## config.mk

```make
export PLATFORM = sky130hd
export DESIGN_NAME = fifo_rd_arb
export DESIGN_NICKNAME = d
export VERILOG_FILES = /design/src/rtl/fifo_rd_arb.sv
export SDC_FILE = /design/constraint.sdc
export NUM_CORES = 1
export LEC_CHECK = 0
export ABC_AREA = 1
export CELL_PAD_IN_SITES_DETAIL_PLACEMENT = 1
export CELL_PAD_IN_SITES_GLOBAL_PLACEMENT = 2
export CORE_MARGIN = 5
export CORE_UTILIZATION = 23
export DETAILED_ROUTE_END_ITERATION = 12
export PLACE_DENSITY_LB_ADDON = 0.2
export SLEW_MARGIN = 20
export SYNTH_ARGS = -nofsm -noshare
export SYNTH_HDL_FRONTEND = slang
export SYNTH_SLANG_ARGS = --single-unit
```

## constraint.sdc

```tcl
create_clock -name clk -period 4.4 [get_ports clk]
set_input_delay 0.88 -clock clk [delete_from_list [all_inputs] [get_ports clk]]
set_output_delay 0.88 -clock clk [all_outputs]
set_load 0.005 [all_outputs]
```

## src/rtl/fifo_rd_arb.sv

```systemverilog
`default_nettype none
// ============================================================================
// Module      : fifo_rd_arb
// Description : Round-robin burst read arbiter for four show-ahead FIFOs.
//               In IDLE a winner is chosen among channels holding at least
//               a burst of data (normal mode) or, when flush is set and no
//               channel qualifies normally, among non-empty channels
//               (single-word mode). In BURST the granted FIFO is popped
//               straight into a one-deep output register with valid/ready
//               handshake, sustaining one word per cycle.
// Revision    : 1.0 - initial release
// ----------------------------------------------------------------------------
// Parameters  : DSIZE - data word width
//               NCH   - number of read channels (4 in this revision)
//               BURST - words per normal burst (1..255)
// Ports       : clk        in   read clock shared with all attached FIFOs
//               rst        in   asynchronous active-high reset
//               ch_en      in   per-channel enable
//               flush      in   permit single-word drain of non-empty channels
//               ch_repty   in   FIFO empty flags
//               ch_aempty  in   FIFO almost-empty flags
//               ch_rdata   in   FIFO head data, channel i at [i*DSIZE +: DSIZE]
//               ch_rreq    out  FIFO read requests (one-hot or zero)
//               m_valid    out  output word valid
//               m_ready    in   downstream accept
//               m_data     out  output word
//               m_chan     out  source channel of m_data
//               m_last     out  final word of a burst
//               busy       out  high while a burst is in progress
// ============================================================================
module fifo_rd_arb #(
    parameter int DSIZE = 16,
    parameter int NCH   = 4,
    parameter int BURST = 8
) (
    input  logic                 clk,
    input  logic                 rst,
    input  logic [NCH-1:0]       ch_en,
    input  logic                 flush,
    input  logic [NCH-1:0]       ch_repty,
    input  logic [NCH-1:0]       ch_aempty,
    input  logic [NCH*DSIZE-1:0] ch_rdata,
    output logic [NCH-1:0]       ch_rreq,
    output logic                 m_valid,
    input  logic                 m_ready,
    output logic [DSIZE-1:0]     m_data,
    output logic [1:0]           m_chan,
    output logic                 m_last,
    output logic                 busy
);

    localparam int       c_IW       = 2;
    localparam logic [7:0] c_LAST_CNT = 8'(BURST - 1);

    typedef enum logic [0:0] {
        S_IDLE  = 1'b0,
        S_BURST = 1'b1
    } state_t;

    state_t            r_state;
    state_t            w_state_nxt;
    logic [c_IW-1:0]   r_grant;
    logic              r_single;
    logic [7:0]        r_cnt;
    logic [c_IW-1:0]   r_rr_ptr;

    logic [NCH-1:0]    w_norm_elig;
    logic [NCH-1:0]    w_flush_elig;
    logic [NCH-1:0]    w_elig;
    logic              w_any_norm;
    logic              w_win_found;
    logic [c_IW-1:0]   w_win_idx;
    logic              w_last;
    logic              w_pop;
    logic [DSIZE-1:0]  w_rdata_arr [NCH];

    generate
        for (genvar gi = 0; gi < NCH; gi++) begin : g_unpack
            assign w_rdata_arr[gi] = ch_rdata[gi*DSIZE +: DSIZE];
        end
    endgenerate

    // Normal candidates take absolute priority; flush candidates are only
    // considered when no channel holds a full burst.
    assign w_norm_elig  = ch_en & ~ch_aempty;
    assign w_any_norm   = |w_norm_elig;
    assign w_flush_elig = (flush && !w_any_norm) ? (ch_en & ~ch_repty) : '0;
    assign w_elig       = w_any_norm ? w_norm_elig : w_flush_elig;

    // Round-robin search starting at r_rr_ptr; the 2-bit index wraps mod 4.
    always_comb begin
        w_win_found = 1'b0;
        w_win_idx   = '0;
        for (int k = 0; k < NCH; k++) begin
            logic [c_IW-1:0] cand;
            cand = r_rr_ptr + c_IW'(k);
            if (!w_win_found && w_elig[cand]) begin
                w_win_found = 1'b1;
                w_win_idx   = cand;
            end
        end
    end

    assign w_last = r_single | (r_cnt == c_LAST_CNT);

    always_ff @(posedge clk or posedge rst) begin
        if (rst) begin
            r_state <= S_IDLE;
        end else begin
            r_state <= w_state_nxt;
        end
    end

    // A pop only happens when the output register is free or being drained
    // this cycle, and the granted FIFO actually has data.
    always_comb begin
        w_state_nxt = r_state;
        w_pop       = 1'b0;
        ch_rreq     = '0;
        busy        = 1'b0;
        case (r_state)
            S_IDLE: begin
                if (w_win_found) begin
                    w_state_nxt = S_BURST;
                end
            end
            S_BURST: begin
                busy             = 1'b1;
                ch_rreq[r_grant] = ~m_valid | m_ready;
                w_pop            = (~m_valid | m_ready) & ~ch_repty[r_grant];
                if (w_pop && w_last) begin
                    w_state_nxt = S_IDLE;
                end
            end
            default: begin
                w_state_nxt = S_IDLE;
            end
        endcase
    end

    always_ff @(posedge clk or posedge rst) begin
        if (rst) begin
            r_grant  <= '0;
            r_single <= 1'b0;
            r_cnt    <= '0;
            r_rr_ptr <= '0;
            m_valid  <= 1'b0;
            m_data   <= '0;
            m_chan   <= '0;
            m_last   <= 1'b0;
        end else begin
            if (r_state == S_IDLE && w_win_found) begin
                r_grant  <= w_win_idx;
                r_single <= ~w_any_norm;
                r_cnt    <= '0;
            end
            if (w_pop) begin
                m_data  <= w_rdata_arr[r_grant];
                m_chan  <= r_grant;
                m_valid <= 1'b1;
                m_last  <= w_last;
                r_cnt   <= r_cnt + 8'd1;
                if (w_last) begin
                    r_rr_ptr <= r_grant + c_IW'(1);
                end
            end else if (m_ready) begin
                m_valid <= 1'b0;
            end
        end
    end

endmodule
`default_nettype wire

```

==> results of run 1 <==
cells in the mapped netlist (all sizes together):
cell type / number / area [µm²]
nand2: 98 / 407.9
nand3: 50 / 255.3
o21ai: 50 / 261.5
nor2: 47 / 195.2
dfrtp: 34 / 850.8
inv: 32 / 120.1
o22ai: 16 / 100.1
clkbuf: 12 / 45.04
a21oi: 6 / 30.03
buf: 5 / 26.27
ha: 5 / 62.56
nand4: 2 / 12.51
nor3: 2 / 10.01
or2: 2 / 12.52
xnor2: 2 / 17.52
a21boi: 1 / 7.510
a31oi: 1 / 6.260
nor4: 1 / 6.260
cell type report:
type / instances / area, µm² / area share
clock inverter: 3 / 40.04 / 0.01080
sequential: 34 / 850.8 / 0.2296
clock buffer: 5 / 68.82 / 0.01857
inverter: 32 / 120.1 / 0.03241
timing repair buffer: 108 / 1071 / 0.2890
tap: 136 / 170.2 / 0.04591
multi-input combinational: 283 / 1385 / 0.3737
how the worst min path moves through the flow:
stage	start	endpoint	slack, ps
after floorplan	r_single	r_single	450
after global placement	m_data[8]	m_data[8]	450
after detailed placement	m_data[8]	m_data[8]	460
after CTS	m_data[2]	m_data[2]	480
after global routing	m_data[8]	m_data[8]	510
final	m_data[2]	m_data[2]	480
state kept, by name (all words and copies together), names as in the netlist:
register  cells
m_chan        2
m_data       16
m_last        1
m_valid       1
r_cnt         8
r_grant       2
r_rr_ptr      2
r_single      1
r_state       1
per-layer routing:
| metal | global-route usage | routed length, µm | up-vias |
|---|---|---|---|
| met1 | 0.1803 | 4016 | 1252 |
| met3 | 0.04118 | 538 | 7 |
| met5 | 0 | 0 | - |
| met2 | 0.2382 | 4189 | 66 |
| li1 | - | - | 1400 |
| met4 | 0.03686 | 104 | 0 |
per-stage QoR:
stage	hold slack, ps	cells	worst slack [ps]	util
finish	478.6	601	1152	0.3590
global route	505.2	601	945.8	0.3590
CTS	479.6	601	1097	0.3590
global placement	453.2	593	1143	0.3484
floorplan	449.5	366	2261	-
detailed placement	461.7	593	1143	0.3484
power by group through the flow:
stage	Combinational [W]	Sequential (W)	Clock, W
after CTS	0.00139	0.000553	0.000294
after detailed placement	0.00138	0.000557	0
after floorplan	0.000836	0.000539	0
after global routing	0.00155	0.000575	0.000305
after global placement	0.00137	0.000556	0
final	0.00135	0.000551	0.000283
kinds of logic (layout without fill, tap and decap cells):
logic type | after synthesis | in the layout | synth area share
compound gates | 74 | 74 | 0.1670
fa+ha+maj | 5 | 5 | 0.02577
buf+inv | 49 | 148 | 0.07886
simple gates | 202 | 202 | 0.3706
xor+xnor | 2 | 2 | 0.007218
flops | 34 | 34 | 0.3505
placed cells by master, fill, tap and decap left out, types with 2 or more instances in the layout:
cell type	synthesis	layout
nand2_4	4	4
nor2_1	45	45
nand2_1	90	90
inv_1	29	29
clkinv_2	0	2
a21oi_1	6	6
nor3_1	2	2
xnor2_1	2	2
o21ai_0	43	43
dfrtp_1	34	34
o21ai_1	6	6
o22ai_1	16	16
nand2_2	4	4
nand4_1	2	2
clkbuf_8	0	5
ha_1	5	5
inv_2	3	3
nand3_1	49	49
buf_4	1	4
clkdlybuf4s50_1	0	104
worst max-delay path, cell delays in order, from the launching register on:
cell,delay [ps]
dfrtp_1,360
buf_4,250
inv_2,510
ha_1,240
inv_1,40
nor2_1,140
clkdlybuf4s50_1,530
==> run metrics, run 1 <==
status=finished, final reports clean; Area growth syn-to-layout=52.68%; WL/cell=approximately 15 µm; placed cell area=3597 µm²; Max FO, Critical Path=39; CTS root buffer=clkbuf_8; fmax=0.3079 GHz; largest net degree at the start of global routing=40; clk slew on worst S/H paths=roughly 70 ps; initial antenna violation count=0; Lkg Pwr=between 1.5 and 2 nW; Logic pwr share=0.618; worst hold path class=reg -> reg; R2R setup slack=between 1500 and 2000 ps; Int Pwr=around 0.0012 W; sw frac=0.4621; Switch Pwr=0.001007 W; Final Slew Violations=0; CTS-repair resized insts=0; die height=between 100 and 150 µm; CP endpoint kind=primary output; Worst Tran Pin Value=a little over 600 ps; Critical Path AT=~2400 ps; GRT Resource Usage Total=0.1425; first-pass GRT wire length=roughly 15000 µm; core area=around 10000 µm²; Site Rows=37; Fillers=between 1000 and 1500; total gr overflow=0; fin crit share=0.7381; post-route clock skew=8.571 ps; Synth Instances=about 370; htree depth=2; VDD IR max=about 0.00017 V; CTS sink cnt=34; CTS tree=done; R2R cell count=11; DPL Wire Length=between 6000 and 7000 µm; DRC errors left=0; design area=approximately 3700 µm²; vias=2725; WHS Path Cells=2; r2r endpoint=r_rr_ptr[1]; Top-Level Pins=between 100 and 150; Synthesized Nets=roughly 450; Tot Pwr=0.002180 W; vias per inst=~4.5; Pwr Density=588.2 nW/µm²; final setup violation count=0; crit path time final=3248 ps; final wirelength=roughly 9000 µm; post-CTS setup buffer count=0; setup total negative slack=0 ps; end of the critical path=ch_rreq[0]; Placer Congestion=slightly below 0.8; yosys warns=0; required time of the critical path=between 3000 and 4000 ps; Diodes inserted=0; sequential fraction of the synthesis area=0.3505; mapped cell area=2427 µm²; Final #Nets=~550; Yosys reg bits=34; Starting Density=0.2351; Cell variety after synth=29; share of layout cells above drive strength 1=0.06022; Setup crit start=r_grant[0]; deepest clock path buffer count=2; Die Footprint=about 13000 µm²; first-pass detailed-route iteration total=4; DIE WIDTH=approximately 110 µm; vias in the first global route=a little under 3000; worst skew pair latency=280 ps; number of nets with antenna violations after routing=0; RSZ-0062 raised after global routing=no; CTS buffer count=5; clock network fraction of total power=0.130; initial drt markers=55; Reg-to-Reg Start=r_grant[0]; sequential cell fraction of total power=0.253; max-cap violation count=0; hold buffer count at CTS=0; startpoint types=flip-flop; syn avg cell area=roughly 6.6 µm²; I/O Buffers=~100; critical path class=reg -> out; Slew HR=0.5878; final hold violations=0
No activity file was read; power rests on OpenSTA's default activity.
==> run 2, diff against run 1 <==
- CORE_UTILIZATION: 23 -> 19
- clock period: 4.4 -> 2.7 ns (I/O delays scaled with it)
==> run metrics, run 2 (synthesis results as in run 1) <==
Diodes inserted=0 (unchanged); WL/cell=14.21 µm (-3.5%); worst skew pair latency=280 ps (about the same); CTS root buffer=clkbuf_16; commonest cells after routing, fill and taps aside=104 x clkdlybuf4s50_1, 90 x nand2_1, 49 x nand3_1; pre-CTS setup slack=167.7 ps (-975.4 ps); critical path class=in -> out; Final Slew Violations=0 (unchanged); R2R setup slack=520 ps (-1060 ps); Pwr Density=977.0 nW/µm² (+66%); Setup crit start=m_ready; CP endpoint kind=primary output; vias=2742 (+0.62%); I/O Buffers=104 (unchanged); end of the critical path=ch_rreq[1]; Lkg Pwr=1.729 nW (+1.5%); post-route clock skew=4.543 ps (-4.028 ps); Die Footprint=15140 µm² (+19%); Final #Nets=552 (+0.55%); Worst Tran Pin Value=474.4 ps (-142.9 ps); Critical Path AT=1950 ps (-420 ps); GRT Resource Usage Total=0.1224 (-0.02012); most common cell after layout, fill and taps aside=clkdlybuf4s50_1; R2R cell count=8 (-3); setup total negative slack=0 ps (unchanged); required time of the critical path=2160 ps (-1360 ps); total gr overflow=0 (unchanged); Fillers=1553 (+20%); initial antenna violation count=0 (unchanged); worst hold path class=reg -> reg; Util after Layout=0.3031 (-0.05585); CTS sink cnt=34 (unchanged); RSZ-0062 raised after global routing=no; hold_sp=m_data[2]; DIE WIDTH=123.0 µm (+9.1%); Top-Level Pins=105 (unchanged); Slew HR=0.6814 (+0.09358); number of nets with antenna violations after routing=0 (unchanged); DRC errors left=0 (unchanged); Max FO, Critical Path=4 (-90%); r2r endpoint=r_rr_ptr[1]; final setup violation count=0 (unchanged); Setup WS post-layout=212.8 ps (-939.5 ps); initial drt markers=117 (+110%); CTS buffer count=5 (unchanged); largest net degree at the start of global routing=35 (-13%); CTS tree=done; Starting Density=0.1931 (-0.04199); first-pass detailed-route iteration total=4 (unchanged); post-CTS setup buffer count=0 (unchanged); deepest clock path buffer count=2 (unchanged); final hold violations=0 (unchanged); final wirelength=9083 µm (+2.6%); share of layout cells above drive strength 1=0.05996 (-0.0002579); status=finished, final reports clean; max-cap violation count=0 (unchanged); crit path time final=approximately 2500 ps; CTS-repair resized insts=0 (unchanged); VDD IR max=0.0002908 V (+74%); clk slew on worst S/H paths=50 ps (-20 ps); Site Rows=41 (+11%); Placer Congestion=0.7470 (-3.0%); htree depth=2 (unchanged); largest register by flop count=m_data; hold buffer count at CTS=0 (unchanged); core area=12570 µm² (+22%); DPL Wire Length=7208 µm (+5.3%); first-pass GRT wire length=14900 µm (+0.93%); largest registers=m_data x16, r_cnt x8; startpoint types=input pin; die height=123.0 µm (+9.1%); Reg-to-Reg Start=r_grant[0]; vias in the first global route=3017 (+1.6%); max reg flops=16 (unchanged); fin crit share=0.9212; vias per inst=4.291 (-5.4%); Area growth syn-to-layout=56.96%; fmax=between 0.4 and 0.5 GHz
run 2: changes by cell type in the layout (fill, tap and decap cells not counted), sizes merged:
| cell | previous run | this run |
|---|---|---|
| clkinv | 2 | 0 |
| clkbuf | 5 | 7 |
| bufinv | 1 | 0 |
| buf | 4 | 7 |
run 2: worst min-delay path by stage:
| stage | end | depth (start not counted) |
|---|---|---|
| CTS | m_data[2] | 2 |
| floorplan | r_single | 2 |
| finish | m_data[2] | 2 |
| global placement | m_data[6] | 2 |
| global route | m_data[0] | 2 |
| detailed placement | m_data[2] | 2 |
run 2: critical path: stages:
cell and delay, ps:
clkdlybuf4s50_1 450, inv_1 30, nand2_1 90, nand2_1 150, nor2_1 130, clkdlybuf4s50_1 550
run 2: final cells by class:
type	count	area (µm²)	share of cell area
Clock buffer	7	132.6	0.03481
Sequential cell	34	850.8	0.2233
Timing Repair Buffer	111	1106	0.2903
Tap cell	172	215.2	0.05649
Multi-Input combinational cell	283	1385	0.3635
Inverter	32	120.1	0.03153
run 2: power breakdown:
part	switching (W)	internal [W]	total, W
sequential	0.000205	0.000732	0.000938
clock	0.000200	0.000337	0.000537
combinational	0.00128	0.000964	0.00225
total	0.00169	0.00203	0.00372
run 2: stage by stage:
step	hold WS, ps	power, W	instance area [µm²]	std cells
floorplan	449.5	0.002240	2427	366
global placement	453.4	0.003224	3677	632
detailed placement	461.8	0.003264	3677	632
CTS	475.4	0.003822	3810	639
global route	493.3	0.004110	3810	639
finish	467.9	0.003722	3810	639
run 2: routing by layer:
metal  vias to the layer above  routed length [µm]  share of wire  global-route usage
met5                         -                   0              0                   0
met4                         0                  70         0.0077             0.02076
met3                         5                 494          0.054             0.03248
met2                        59                4326           0.48              0.2098
met1                      1274                4191           0.46              0.1569
li1                       1404                   -              -                   -
==> run 3, diff against run 2 <==
- CORE_UTILIZATION: 19 -> 21
- clock period: 2.7 -> 2.4 ns (I/O delays scaled with it)
==> run metrics, run 3 (synthesis results as in run 1) <==
largest register by flop count=m_data; R2R cell count=10 (+2); Fillers=1417 (-8.8%); CP endpoint kind=primary output; commonest cells after routing, fill and taps aside=104 x clkdlybuf4s50_1, 89 x nand2_1, 49 x nand3_1; max-cap violation count=0 (unchanged); Site Rows=39 (-4.9%); Critical Path AT=1810 ps (-140 ps); vias in the first global route=3036 (+0.63%); slowest CP cell=clkdlybuf4s50_1; worst skew pair latency=270 ps (about the same); GRT Resource Usage Total=0.1290 (+0.006646); clk slew on worst S/H paths=50 ps (about the same); largest registers=m_data x16, r_cnt x8; Starting Density=0.2135 (+0.02036); share of layout cells above drive strength 1=0.08613 (+0.02618); RSZ-0062 raised after global routing=no; critical path cell sequence=clkdlybuf4s50_1, inv_1, nand2_1, nand2_2, nor2_1, clkdlybuf4s50_1; post-route clock skew=3.256 ps (-1.287 ps); Placer Congestion=0.8202 (+9.8%); crit path time final=~2300 ps; most common cell after layout, fill and taps aside=clkdlybuf4s50_1; final hold violations=0 (unchanged); Pwr Density=1099 nW/µm² (+12%); max reg flops=16 (unchanged); CTS sink cnt=34 (unchanged); Hold WS=469.3 ps (+1.389 ps); die height=117.5 µm (-4.5%); vias=2770 (+1.0%); startpoint types=input pin; Die Footprint=13810 µm² (-8.8%); hold buffer count at CTS=0 (unchanged); CTS buffer count=5 (unchanged); final wirelength=8885 µm (-2.2%); vias per inst=4.475 (+4.3%); total gr overflow=0 (unchanged); first-pass detailed-route iteration total=4 (unchanged); CTS root buffer=clkbuf_16; worst hold path class=reg -> reg; initial drt markers=51 (-56%); hold worst-path end=m_data[14]; Diodes inserted=0 (unchanged); required time of the critical path=1920 ps (-240 ps); first-pass GRT wire length=15000 µm (+0.64%); R2R setup slack=530 ps (about the same); Max FO, Critical Path=4 (unchanged); status=finished, final reports clean; slowest stage delay, CP=500 ps (-50 ps); final setup violation count=0 (unchanged); I/O Buffers=104 (unchanged); Reg-to-Reg Start=r_rr_ptr[1]; hold_sp=m_data[14]; VDD IR max=0.0005338 V (+84%); Area growth syn-to-layout=59.02%; deepest clock path buffer count=2 (unchanged); DIE WIDTH=117.5 µm (-4.5%); core area=11370 µm² (-9.5%); Top-Level Pins=105 (unchanged); fmax=0.4364 GHz; r2r endpoint=r_grant[1]; Worst Tran Pin Value=476.5 ps (+2.099 ps); Slew HR=0.6800 (-0.001409); fin crit share=0.9548; initial antenna violation count=0 (unchanged); DRC errors left=0 (unchanged); Lkg Pwr=1.781 nW (+3.0%); WL/cell=14.35 µm (+0.98%); critical path class=in -> out; WHS Path Cells=2 (unchanged); Final #Nets=562 (+1.8%); number of nets with antenna violations after routing=0 (unchanged); setup total negative slack=0 ps (unchanged); Final Slew Violations=0 (unchanged); CP most frequent cell=clkdlybuf4s50_1; CTS tree=done; largest net degree at the start of global routing=35 (unchanged); htree depth=2 (unchanged); DPL Wire Length=6986 µm (-3.1%)
run 3: final cells by class:
cell class	count	area, µm²	area share
timing repair buffer	121	1181	0.3060
sequential	34	850.8	0.2204
multi-input combinational	283	1390	0.3601
inverter	32	120.1	0.03112
clock buffer	6	138.9	0.03598
tap	143	178.9	0.04635
run 3: where the power goes:
| group | switching (W) | leakage (nW) | internal [W] |
|---|---|---|---|
| Combinational | 0.00147 | 1.29 | 0.00113 |
| Clock | 0.000228 | 0.0688 | 0.000401 |
| Sequential | 0.000189 | 0.426 | 0.000825 |
run 3: per-stage QoR:
step,utilization,total power (W),worst slack (ps),cell area (µm²),std cells
floorplan,-,0.002520,660.9,2427,366
global placement,0.3271,0.003648,44.93,3719,613
detailed placement,0.3271,0.003685,25.57,3719,613
CTS,0.3393,0.004338,83.12,3857,619
global route,0.3395,0.004688,9.251,3860,619
finish,0.3395,0.004242,108.5,3860,619
run 3: worst max-delay path, delay by kind of cell:
| family | cells | cell delay (ps) |
|---|---|---|
| buffers and inverters | 3 | 990 |
| and+or+nand+nor | 3 | 340 |
run 3: what timing repair did:
action	CTS	global route
endpoints found under the setup margin	0	3
gates resized for setup	0	1
setup buffers	0	0
run 3: how the worst max path moves through the flow:
stage                       to    startpoint  cells past startpoint  slack [ps]
finish              ch_rreq[2]       m_ready                      6         110
global route        ch_rreq[1]       m_ready                      6           9
CTS                 ch_rreq[2]       m_ready                      6          80
detailed placement    r_cnt[3]  ch_aempty[3]                     14          30
global placement    r_grant[1]      ch_en[1]                     14          40
floorplan           ch_rreq[0]    r_grant[0]                      6         660
run 3: metal layers:
metal	GRT usage	part of all wire
met1	0.1642	0.46
met3	0.03940	0.060
met2	0.2175	0.47
met4	0.02366	0.0065
met5	0	0
